`src/rtl/boot_pkg.sv`:
```
// Shared definitions for the instruction-memory boot loader:
// FSM state encoding and image format constants.
package boot_pkg;

  typedef enum logic [2:0] {
    ST_IDLE   = 3'd0,
    ST_LEN_HI = 3'd1,
    ST_LEN_LO = 3'd2,
    ST_DATA   = 3'd3,
    ST_CHECK  = 3'd4,
    ST_DONE   = 3'd5,
    ST_ERROR  = 3'd6
  } state_t;

  // Length prefix is two bytes, big-endian; words arrive MSB first.
  localparam int LEN_BYTES      = 2;
  localparam int BYTES_PER_WORD = 4;

endpackage

```
`src/rtl/word_assembler.sv`:
```
// Shifts incoming bytes MSB-first into a 32-bit word and raises a
// one-cycle word_valid in the cycle after the final byte is taken.
module word_assembler
  import boot_pkg::*;
(
  input  logic        clk,
  input  logic        reset,
  input  logic        clear,
  input  logic        shift_en,
  input  logic [7:0]  byte_in,
  output logic        last_byte,
  output logic        word_valid,
  output logic [31:0] word
);

  localparam int CNT_W = $clog2(BYTES_PER_WORD);

  logic [CNT_W-1:0] cnt_reg;
  logic [31:0]      word_reg;
  logic             valid_reg;

  // The byte currently offered completes a word when the counter is at its top.
  assign last_byte  = (cnt_reg == CNT_W'(BYTES_PER_WORD - 1));
  assign word_valid = valid_reg;
  assign word       = word_reg;

  // Byte counter, shift register and the registered word-complete pulse.
  // A byte shifted in during the pulse cycle only changes word_reg at the
  // end of that cycle, so the completed word is still presented intact.
  always_ff @(posedge clk) begin
    if (reset || clear) begin
      cnt_reg   <= '0;
      word_reg  <= '0;
      valid_reg <= 1'b0;
    end else begin
      valid_reg <= shift_en && last_byte;
      if (shift_en) begin
        word_reg <= {word_reg[23:0], byte_in};
        cnt_reg  <= cnt_reg + 1'b1;
      end
    end
  end

endmodule

```
`src/rtl/imem_boot_loader.sv`:
```
// Byte-stream boot loader: parses a length-prefixed, XOR-checksummed image,
// writes big-endian words to instruction memory from address 0 and holds
// the CPU in reset until an image has been accepted.
module imem_boot_loader
  import boot_pkg::*;
#(
  parameter int ADDR_WIDTH = 8,
  parameter int MAX_WORDS  = 256
) (
  input  logic                  clk,
  input  logic                  reset,
  input  logic                  start,
  input  logic [7:0]            rx_data,
  input  logic                  rx_valid,
  output logic                  rx_ready,
  output logic                  imem_we,
  output logic [ADDR_WIDTH-1:0] imem_addr,
  output logic [31:0]           imem_wdata,
  output logic                  cpu_reset,
  output logic                  busy,
  output logic                  done,
  output logic                  error,
  output logic [ADDR_WIDTH:0]   words_loaded
);

  localparam int LEN_W = LEN_BYTES * 8;
  localparam logic [LEN_W-1:0] MAX_N = LEN_W'(MAX_WORDS);

  state_t                state_reg, state_next;
  logic [7:0]            acc_reg;
  logic [7:0]            len_hi_reg;
  logic [ADDR_WIDTH:0]   len_reg;
  logic [ADDR_WIDTH:0]   word_cnt_reg;
  logic [ADDR_WIDTH-1:0] addr_reg;
  logic [ADDR_WIDTH:0]   loaded_reg;

  logic              launch;
  logic              data_take;
  logic              word_end;
  logic              last_byte;
  logic              word_valid;
  logic [31:0]       word;
  logic [LEN_W-1:0]  n_full;

  assign launch    = start && (state_reg inside {ST_IDLE, ST_DONE, ST_ERROR});
  assign data_take = rx_valid && (state_reg == ST_DATA);
  assign word_end  = data_take && last_byte;
  assign n_full    = {len_hi_reg, rx_data};

  word_assembler u_asm (
    .clk        (clk),
    .reset      (reset),
    .clear      (launch),
    .shift_en   (data_take),
    .byte_in    (rx_data),
    .last_byte  (last_byte),
    .word_valid (word_valid),
    .word       (word)
  );

  assign imem_we      = word_valid;
  assign imem_wdata   = word;
  assign imem_addr    = addr_reg;
  assign words_loaded = loaded_reg;

  // Next-state and state-decoded outputs; the byte interface is open only
  // while an image is being parsed.
  always_comb begin
    state_next = state_reg;
    rx_ready   = 1'b0;
    busy       = 1'b0;
    done       = 1'b0;
    error      = 1'b0;
    cpu_reset  = 1'b1;
    case (state_reg)
      ST_IDLE: ;
      ST_DONE: begin
        done      = 1'b1;
        cpu_reset = 1'b0;
      end
      ST_ERROR: error = 1'b1;
      ST_LEN_HI: begin
        rx_ready = 1'b1;
        busy     = 1'b1;
        if (rx_valid) state_next = ST_LEN_LO;
      end
      ST_LEN_LO: begin
        rx_ready = 1'b1;
        busy     = 1'b1;
        if (rx_valid) begin
          if (n_full > MAX_N)      state_next = ST_ERROR;
          else if (n_full == '0)   state_next = ST_CHECK;
          else                     state_next = ST_DATA;
        end
      end
      ST_DATA: begin
        rx_ready = 1'b1;
        busy     = 1'b1;
        if (word_end && (word_cnt_reg + 1'b1 == len_reg)) state_next = ST_CHECK;
      end
      ST_CHECK: begin
        rx_ready = 1'b1;
        busy     = 1'b1;
        if (rx_valid) state_next = (rx_data == acc_reg) ? ST_DONE : ST_ERROR;
      end
      default: state_next = ST_IDLE;
    endcase
    if (launch) state_next = ST_LEN_HI;
  end

  // State register plus checksum, length, word counting and address tracking.
  always_ff @(posedge clk) begin
    if (reset) begin
      state_reg    <= ST_IDLE;
      acc_reg      <= '0;
      len_hi_reg   <= '0;
      len_reg      <= '0;
      word_cnt_reg <= '0;
      addr_reg     <= '0;
      loaded_reg   <= '0;
    end else begin
      state_reg <= state_next;
      if (launch) begin
        acc_reg      <= '0;
        len_reg      <= '0;
        word_cnt_reg <= '0;
        addr_reg     <= '0;
        loaded_reg   <= '0;
      end else begin
        // The checksum byte itself is never folded into the accumulator.
        if (rx_valid && (state_reg inside {ST_LEN_HI, ST_LEN_LO, ST_DATA}))
          acc_reg <= acc_reg ^ rx_data;
        if (rx_valid && state_reg == ST_LEN_HI)
          len_hi_reg <= rx_data;
        // Oversized lengths divert to ERROR, so truncation here is harmless.
        if (rx_valid && state_reg == ST_LEN_LO)
          len_reg <= n_full[ADDR_WIDTH:0];
        if (word_end)
          word_cnt_reg <= word_cnt_reg + 1'b1;
        // Address and count advance in the cycle after the write strobe.
        if (word_valid) begin
          addr_reg   <= addr_reg + 1'b1;
          loaded_reg <= loaded_reg + 1'b1;
        end
      end
    end
  end

endmodule

```
`config.mk`:
```
export PLATFORM = sky130hd
export DESIGN_NAME = imem_boot_loader
export DESIGN_NICKNAME = d
export VERILOG_FILES = /design/src/rtl/boot_pkg.sv /design/src/rtl/word_assembler.sv /design/src/rtl/imem_boot_loader.sv
export SDC_FILE = /design/constraint.sdc
export NUM_CORES = 1
export LEC_CHECK = 0
export ABC_CLOCK_PERIOD_IN_PS = 1640
export BUFFER_PORTS_ARGS = -buffer_cell sky130_fd_sc_hd__buf_2
export CAP_MARGIN = 25
export CORE_AREA = 2 2 95 97
export DETAILED_ROUTE_END_ITERATION = 12
export DIE_AREA = 0 0 97 99
export PLACE_DENSITY_LB_ADDON = 0.15
export SYNTH_ARGS = -nofsm -noshare
export SYNTH_HDL_FRONTEND = slang
export SYNTH_SLANG_ARGS = --single-unit
export TNS_END_PERCENT = 100
```
`constraint.sdc`:
```
create_clock -name clk -period 1.64 [get_ports clk]
set_input_delay 0.41 -clock clk [delete_from_list [all_inputs] [get_ports clk]]
set_output_delay 0.41 -clock clk [all_outputs]
set_load 0.005 [all_outputs]
```
==> results of run 1 <==
## worst max path at each step
stage,start,end,slack [ns],cells past startpoint
after floorplan,rx_valid,state_reg[2],0.007,7
after global placement,rx_data[1],state_reg[2],-0.12,8
after detailed placement,rx_data[1],state_reg[2],-0.17,8
after CTS,word_cnt_reg[0],state_reg[2],-0.07,7
after global routing,word_cnt_reg[1],state_reg[1],-0.19,7
final,word_cnt_reg[1],state_reg[2],-0.08,7
## worst max-delay path: stages, from the launching register on
cell and delay (ns):
dfxtp_4 0.37, ha_4 0.17, and2_4 0.16, nor2b_4 0.11
o311a_1 0.30, o2111ai_2 0.20, o21ai_2 0.11, and4bb_1 0.19
## synth_stat cells (all sizes together), types with 2 or more instances
library cell,n,share of area
xnor2,21,0.049
xor2,33,0.076
or2,2,0.0033
nand2,126,0.13
a21o,2,0.0040
nand4,10,0.017
inv,3,0.0030
nand3,6,0.0079
mux2i,2,0.0053
nor2b,2,0.0033
ha,4,0.013
nor2,48,0.048
nor3,4,0.0053
o21ai,5,0.0076
and2,4,0.0066
nand2b,2,0.0033
buf,8,0.011
nor4,6,0.012
and3,4,0.0066
a31oi,2,0.0033
a22oi,2,0.0040
clkbuf,16,0.016
a21oi,54,0.072
dfxtp,89,0.47
## report_power, final
| group | internal [mW] | leakage (nW) | switching [mW] | total (mW) |
|---|---|---|---|---|
| combinational | 0.143 | 1.18 | 0.195 | 0.338 |
| clock | 0.598 | 0.0985 | 0.874 | 1.47 |
| sequential | 2.18 | 0.722 | 0.0172 | 2.19 |
| total | 2.92 | 2.00 | 1.09 | 4.00 |
## metrics by stage
step / instances / worst slack, ns / instance area (sq um) / setup TNS (ns)
6_report: 681 / -0.08313 / 4927 / -0.2205
5_1_grt: 681 / -0.1892 / 4927 / -0.8049
4_1_cts: 678 / -0.07153 / 4843 / -0.1754
3_5_place_dp: 657 / -0.1685 / 4518 / -0.5055
3_3_place_gp: 657 / -0.1238 / 4518 / -0.4687
2_1_floorplan: 465 / 0.007187 / 3812 / 0
## logic make-up (layout without fill, tap and decap cells)
kind of cell | after synthesis | after routing | share of synthesized area
AOI/OAI and AO/OA | 70 | 70 | 0.1013
adders and majority gates | 4 | 4 | 0.01325
and+or+nand+nor | 219 | 219 | 0.2533
xor gates and xnor gates | 54 | 54 | 0.1252
DFF | 89 | 89 | 0.4715
buffers and inverters | 27 | 135 | 0.03013
muxes | 2 | 2 | 0.005298
## layout make-up
type | instances | area (sq um)
Sequential cell | 89 | 1798
Timing Repair Buffer | 116 | 779.5
Clock buffer | 9 | 123.9
Fill cell | 782 | 3623
Multi-Input combinational cell | 349 | 2007
Clock inverter | 7 | 72.57
Tap cell | 108 | 135.1
Inverter | 3 | 11.26
## layer usage
metal	part of all wire	global-route usage	up-vias
met1	0.48	0.2614	1557
met5	0	0	-
met2	0.46	0.3002	76
li1	-	-	1734
met4	0.013	0.07801	0
met3	0.042	0.02624	10
## repair_timing
item / in CTS / in global routing
endpoints found under the setup margin: 8 / 94
setup buffers: 6 / 3
gates resized for setup: 25 / 16
pin swaps: 3 / 7
==> run_results.csv, run 1 <==
group,metric,value,unit
yosys,synth-seq-cells,89,
critical_path,cp_max_fo,4,
critical_path,r2r_slack,-0.08,ns
floorplan,core,8551,sq um
place,port_buffers,66,
hold_path,min_from,"reset",
floorplan,die_h,99,um
timing,rsz0062_at_grt,"true",
place,gp_congestion,0.9060,
timing,relSlewSlack,0.7547,
critical_path,arrival,1.97,ns
critical_path,rr_endpoint,"state_reg[2]",
critical_path,crit_required,1.89,ns
clock_network,numCtsBuffers,9,
clock_network,cts_buffer_depth,2,
clock_network,cts-root-buf,"clkbuf_8",
global_routing,grt_pass1_vias,3083,
global_routing,grt_max_degree,53,
yosys,yosys.cell_types.count,40,
global_routing,grt_pass1_wl,14880,um
route,drt_iter0_drc,202,
floorplan,start_util,0.4419,
timing,drv_slew,0,
route,drtAntennaViolNets,0,
clock_network,clkSinkCount,89,
timing,finalCritPeriodShare,1.051,
critical_path,crit_path_end_kind,"register",
timing,timing.final.ws_setup,-0.08313,ns
cells_and_area,largest_register_ffs,32,
job,drv_cap,0,
clock_network,postCtsHoldBufs,0,
yosys,syn_area,3779,sq um
clock_network,cts.clk_slew.worst_paths,0.10,ns
route,wire_per_inst,13.20,um
clock_network,htree_levels,3,
yosys,ys_warn_count,0,
timing,worst_pin_slew,0.3646,ns
cells_and_area,synthToLayoutAreaGrowth,30.40,%
timing,holdWs,0.4158,ns
timing,skew,0.01353,ns
route,drc,0,
timing,final_hold_viol_count,0,
critical_path,critical_path_class,"reg2reg",
pwr,vdd_ir_drop_max,451.0,uV
hold_path,worstHoldPathType,"in2reg",
critical_path,r2r_start,"word_cnt_reg[1]",
yosys,synth_fp_nets,481,
yosys,seq_area_frac_synth,0.4715,
clock_network,worstSkewPairLatency,0.36,ns
status,status,"complete, but fails checks",
status,violations,"setup timing",
yosys,synth_edf_count,0,
timing,setup_viol,5,
cells_and_area,layout_commonest_cell,"nand2_1",
global_routing,grt.overflow.total,0,
global_routing,grt_usage,0.1894,
timing,fmax,580.3,MHz
floorplan,rows,34,
place,dp_hpwl,6104,um
pwr,p_total,4.004,mW
route,vias,3377,
hold_path,worstHoldPathCells,3,
floorplan,die_w,97,um
critical_path,critPathLaunchType,"register",
clock_network,cts_tree,"done",
cells_and_area,mostFrequentLayoutCells,"124 x nand2_1, 82 x dfxtp_1, 63 x buf_2, 53 x a21oi_1, 44 x nor2_1",
pwr,powerDensity,812.6,nW/um^2
cells_and_area,n_antenna_cell,0,
cells_and_area,drive_gt1_frac,0.2880,
route,via_per_inst,4.959,
floorplan,io_pins,67,
cells_and_area,nNetsFinal,584,
route,routed_wl,8987,um
critical_path,rr_worst_depth,7,
timing,fin_crit,1.723,ns
pwr,leakage,1.996,nW
cells_and_area,final_util,0.5762,
global_routing,antenna_found_initial,0,
hold_path,holdPathEnd,"len_hi_reg[5]",
yosys,async_flop_share,0,
yosys,syn_area_per_cell,8.126,sq um
floorplan,die_area,9603,sq um
yosys,ys.flop_type,"dfxtp_1",
yosys,syn_inst,465,
route,dr.pass1.iters,4,
(Power assumes the default switching activity.)
==> inputs of run 2 (changes only) <==
--- a/config.mk
+++ b/config.mk
@@ -8,9 +8,9 @@
 export ABC_CLOCK_PERIOD_IN_PS = 1640
 export BUFFER_PORTS_ARGS = -buffer_cell sky130_fd_sc_hd__buf_2
 export CAP_MARGIN = 25
-export CORE_AREA = 2 2 95 97
+export CORE_AREA = 2 2 91 102
 export DETAILED_ROUTE_END_ITERATION = 12
-export DIE_AREA = 0 0 97 99
+export DIE_AREA = 0 0 93 104
 export PLACE_DENSITY_LB_ADDON = 0.15
 export SYNTH_ARGS = -nofsm -noshare
 export SYNTH_HDL_FRONTEND = slang
==> run 2 against run 1 <==
Compared with the run above:
- the flow still finishes with violations (setup timing)
- highest routed layer unchanged
- die area rose by 0.72%
- critical endpoint is now done
- total power rose by 1.3%
- maximum frequency rose by 0.13%
- wire length rose by 5.3%
- non-clock buffer count rose by 1
- register-to-register slack barely moved
- global-route usage barely moved
- clock power barely moved
- critical path depth fell by 2
- first-iteration DRC count fell by 26%
- clock-buffer cell count did not move
- sequential share of layout area fell by 1.1 points
==> run_results.csv, run 2 (same netlist as run 1, synthesis figures left out) <==
group,metric,value,unit
status,status,"complete, but fails checks",
status,violations,"setup timing",
route,drt_iter0_drc,150,
hold_path,worstHoldPathCells,3,
route,drc,0,
critical_path,cpMaxStageDelayCell,"dfxtp_1",
job,drv_cap,0,
critical_path,r2r_start,"state_reg[2]",
clock_network,clkSinkCount,89,
route,routed_wl,9465,um
critical_path,rr_worst_depth,6,
pwr,vdd_ir_drop_max,350.3,uV
critical_path,critical_path_class,"reg2out",
timing,worst_pin_slew,0.3571,ns
critical_path,crit_path_end_kind,"output pin",
clock_network,worstSkewPairLatency,0.38,ns
route,drtAntennaViolNets,0,
global_routing,antenna_found_initial,0,
timing,finalCritPeriodShare,1.049,
floorplan,rows,36,
timing,relSlewSlack,0.7619,
route,met3RoutedLength,358,um
global_routing,grt_pass1_vias,3090,
place,dp_hpwl,6131,um
floorplan,die_area,9672,sq um
timing,final_hold_viol_count,0,
global_routing,grt_max_degree,35,
critical_path,critPathLaunchType,"register",
route,via_per_inst,4.955,
critical_path,crit_chain,"buf_6, nand2_2, or2_4, inv_2, buf_6",
clock_network,cts-root-buf,"clkbuf_8",
timing,rsz0062_at_grt,"true",
route,wirelength_met1,4355,um
clock_network,cts_tree,"done",
route,dr_wl_met2,4617,um
timing,setup_viol,8,
cells_and_area,nNetsFinal,585,
critical_path,rr_endpoint,"state_reg[2]",
hold_path,holdPathEnd,"len_hi_reg[5]",
pwr,powerDensity,799.3,nW/um^2
clock_network,cts_buffer_depth,2,
route,highest_layer,"met4",
clock_network,numCtsBuffers,9,
cells_and_area,fin_area,5076,sq um
cells_and_area,n_antenna_cell,0,
place,port_buffers,66,
route,wire_per_inst,13.76,um
timing,skew,0.006727,ns
critical_path,cp_max_fo,2,
floorplan,die_w,93,um
floorplan,io_pins,67,
clock_network,htree_levels,3,
cells_and_area,drive_gt1_frac,0.2997,
place,gp_congestion,0.8450,
cells_and_area,fill_cells,826,
timing,fmax,581.1,MHz
global_routing,grt.overflow.total,0,
critical_path,arrival,1.31,ns
route,vias,3409,
place,dpl-instance-area,4528,sq um
timing,fin_crit,1.721,ns
cells_and_area,largest_register_ffs,32,
hold_path,worstHoldPathType,"in2reg",
floorplan,core,8648,sq um
floorplan,die_h,104,um
cells_and_area,layout_commonest_cell,"nand2_1",
pwr,leakage,2.047,nW
critical_path,crit_top_cell,"buf_6",
timing,timing.final.ws_setup,-0.08096,ns
global_routing,grt_usage,0.1892,
route,dr.pass1.iters,4,
cells_and_area,final_util,0.5870,
timing,drv_slew,0,
hold_path,min_from,"reset",
critical_path,max_stage_delay,0.37,ns
cells_and_area,synthToLayoutAreaGrowth,34.34,%
cells_and_area,mostFrequentLayoutCells,"123 x nand2_1, 83 x dfxtp_1, 64 x buf_2, 54 x a21oi_1, 44 x nor2_1",
critical_path,crit_required,1.23,ns
critical_path,r2r_slack,-0.07,ns
floorplan,start_util,0.4369,
clock_network,cts.clk_slew.worst_paths,0.10,ns
global_routing,grt_pass1_wl,14780,um
run 2: cell types whose count changed in the layout (fill, tap and decap cells not counted), moves of 2 or more:
cell and delta:
buf_4 -3, clkbuf_16 +3, buf_12 +2, nand2b_4 +2, o21ai_0 -2, xor2_1 -2
xor2_2 +2
run 2: cell type report:
cell class	count	area, sq um	share of cell area
Multi-Input combinational cell	349	2082	0.4102
Sequential cell	89	1794	0.3535
Timing Repair Buffer	117	850.8	0.1676
Tap cell	114	142.6	0.02810
Clock buffer	9	123.9	0.02440
Clock inverter	7	71.32	0.01405
Inverter	3	11.26	0.002218
run 2: how the worst max path moves through the flow:
stage	from	to	slack, ns	cells after the start
after global placement	rx_valid	state_reg[2]	-0.13	7
after floorplan	rx_valid	state_reg[2]	0.007	7
final	state_reg[2]	done	-0.08	5
after detailed placement	rx_data[1]	state_reg[2]	-0.24	8
after CTS	word_cnt_reg[0]	state_reg[2]	-0.1	7
after global routing	state_reg[2]	state_reg[2]	-0.16	6
run 2: layer usage:
metal  up-vias  GRT usage
met5         -          0
met4         0    0.05672
met3        13    0.03768
met2        65     0.3012
met1      1602     0.2592
li1       1729          -
run 2: where the power goes:
part	total, mW	leakage [nW]	switching (mW)	internal [mW]
clock	1.49	0.0926	0.894	0.592
sequential	2.20	0.721	0.0180	2.18
combinational	0.376	1.23	0.207	0.169
run 2: critical path: cells and delay by family (launching register included):
kind	cells	cell delay, ns
flops	1	0.37
buf+inv	3	0.26
simple gates	2	0.31
run 2: stage by stage:
stage	power, mW	hold WS (ns)	cells	TNS [ns]	worst slack [ns]
detailed placement	2.566	0.4430	660	-0.4978	-0.2370
global route	4.206	0.4000	688	-1.128	-0.1625
floorplan	2.415	0.4360	465	0	0.007187
finish	4.058	0.3842	688	-0.4744	-0.08096
CTS	4.051	0.3833	682	-0.4459	-0.09880
global placement	2.563	0.4377	660	-0.3174	-0.1270
run 2: what timing repair did:
| item | 4_1_cts | 5_1_grt |
|---|---|---|
| gates resized for setup | 19 | 31 |
| endpoints found under the setup margin | 8 | 94 |
| hold buffers | 0 | 0 |
| buffers inserted | 6 | 3 |
| cloned | 0 | 3 |
| pin swaps | 10 | 13 |
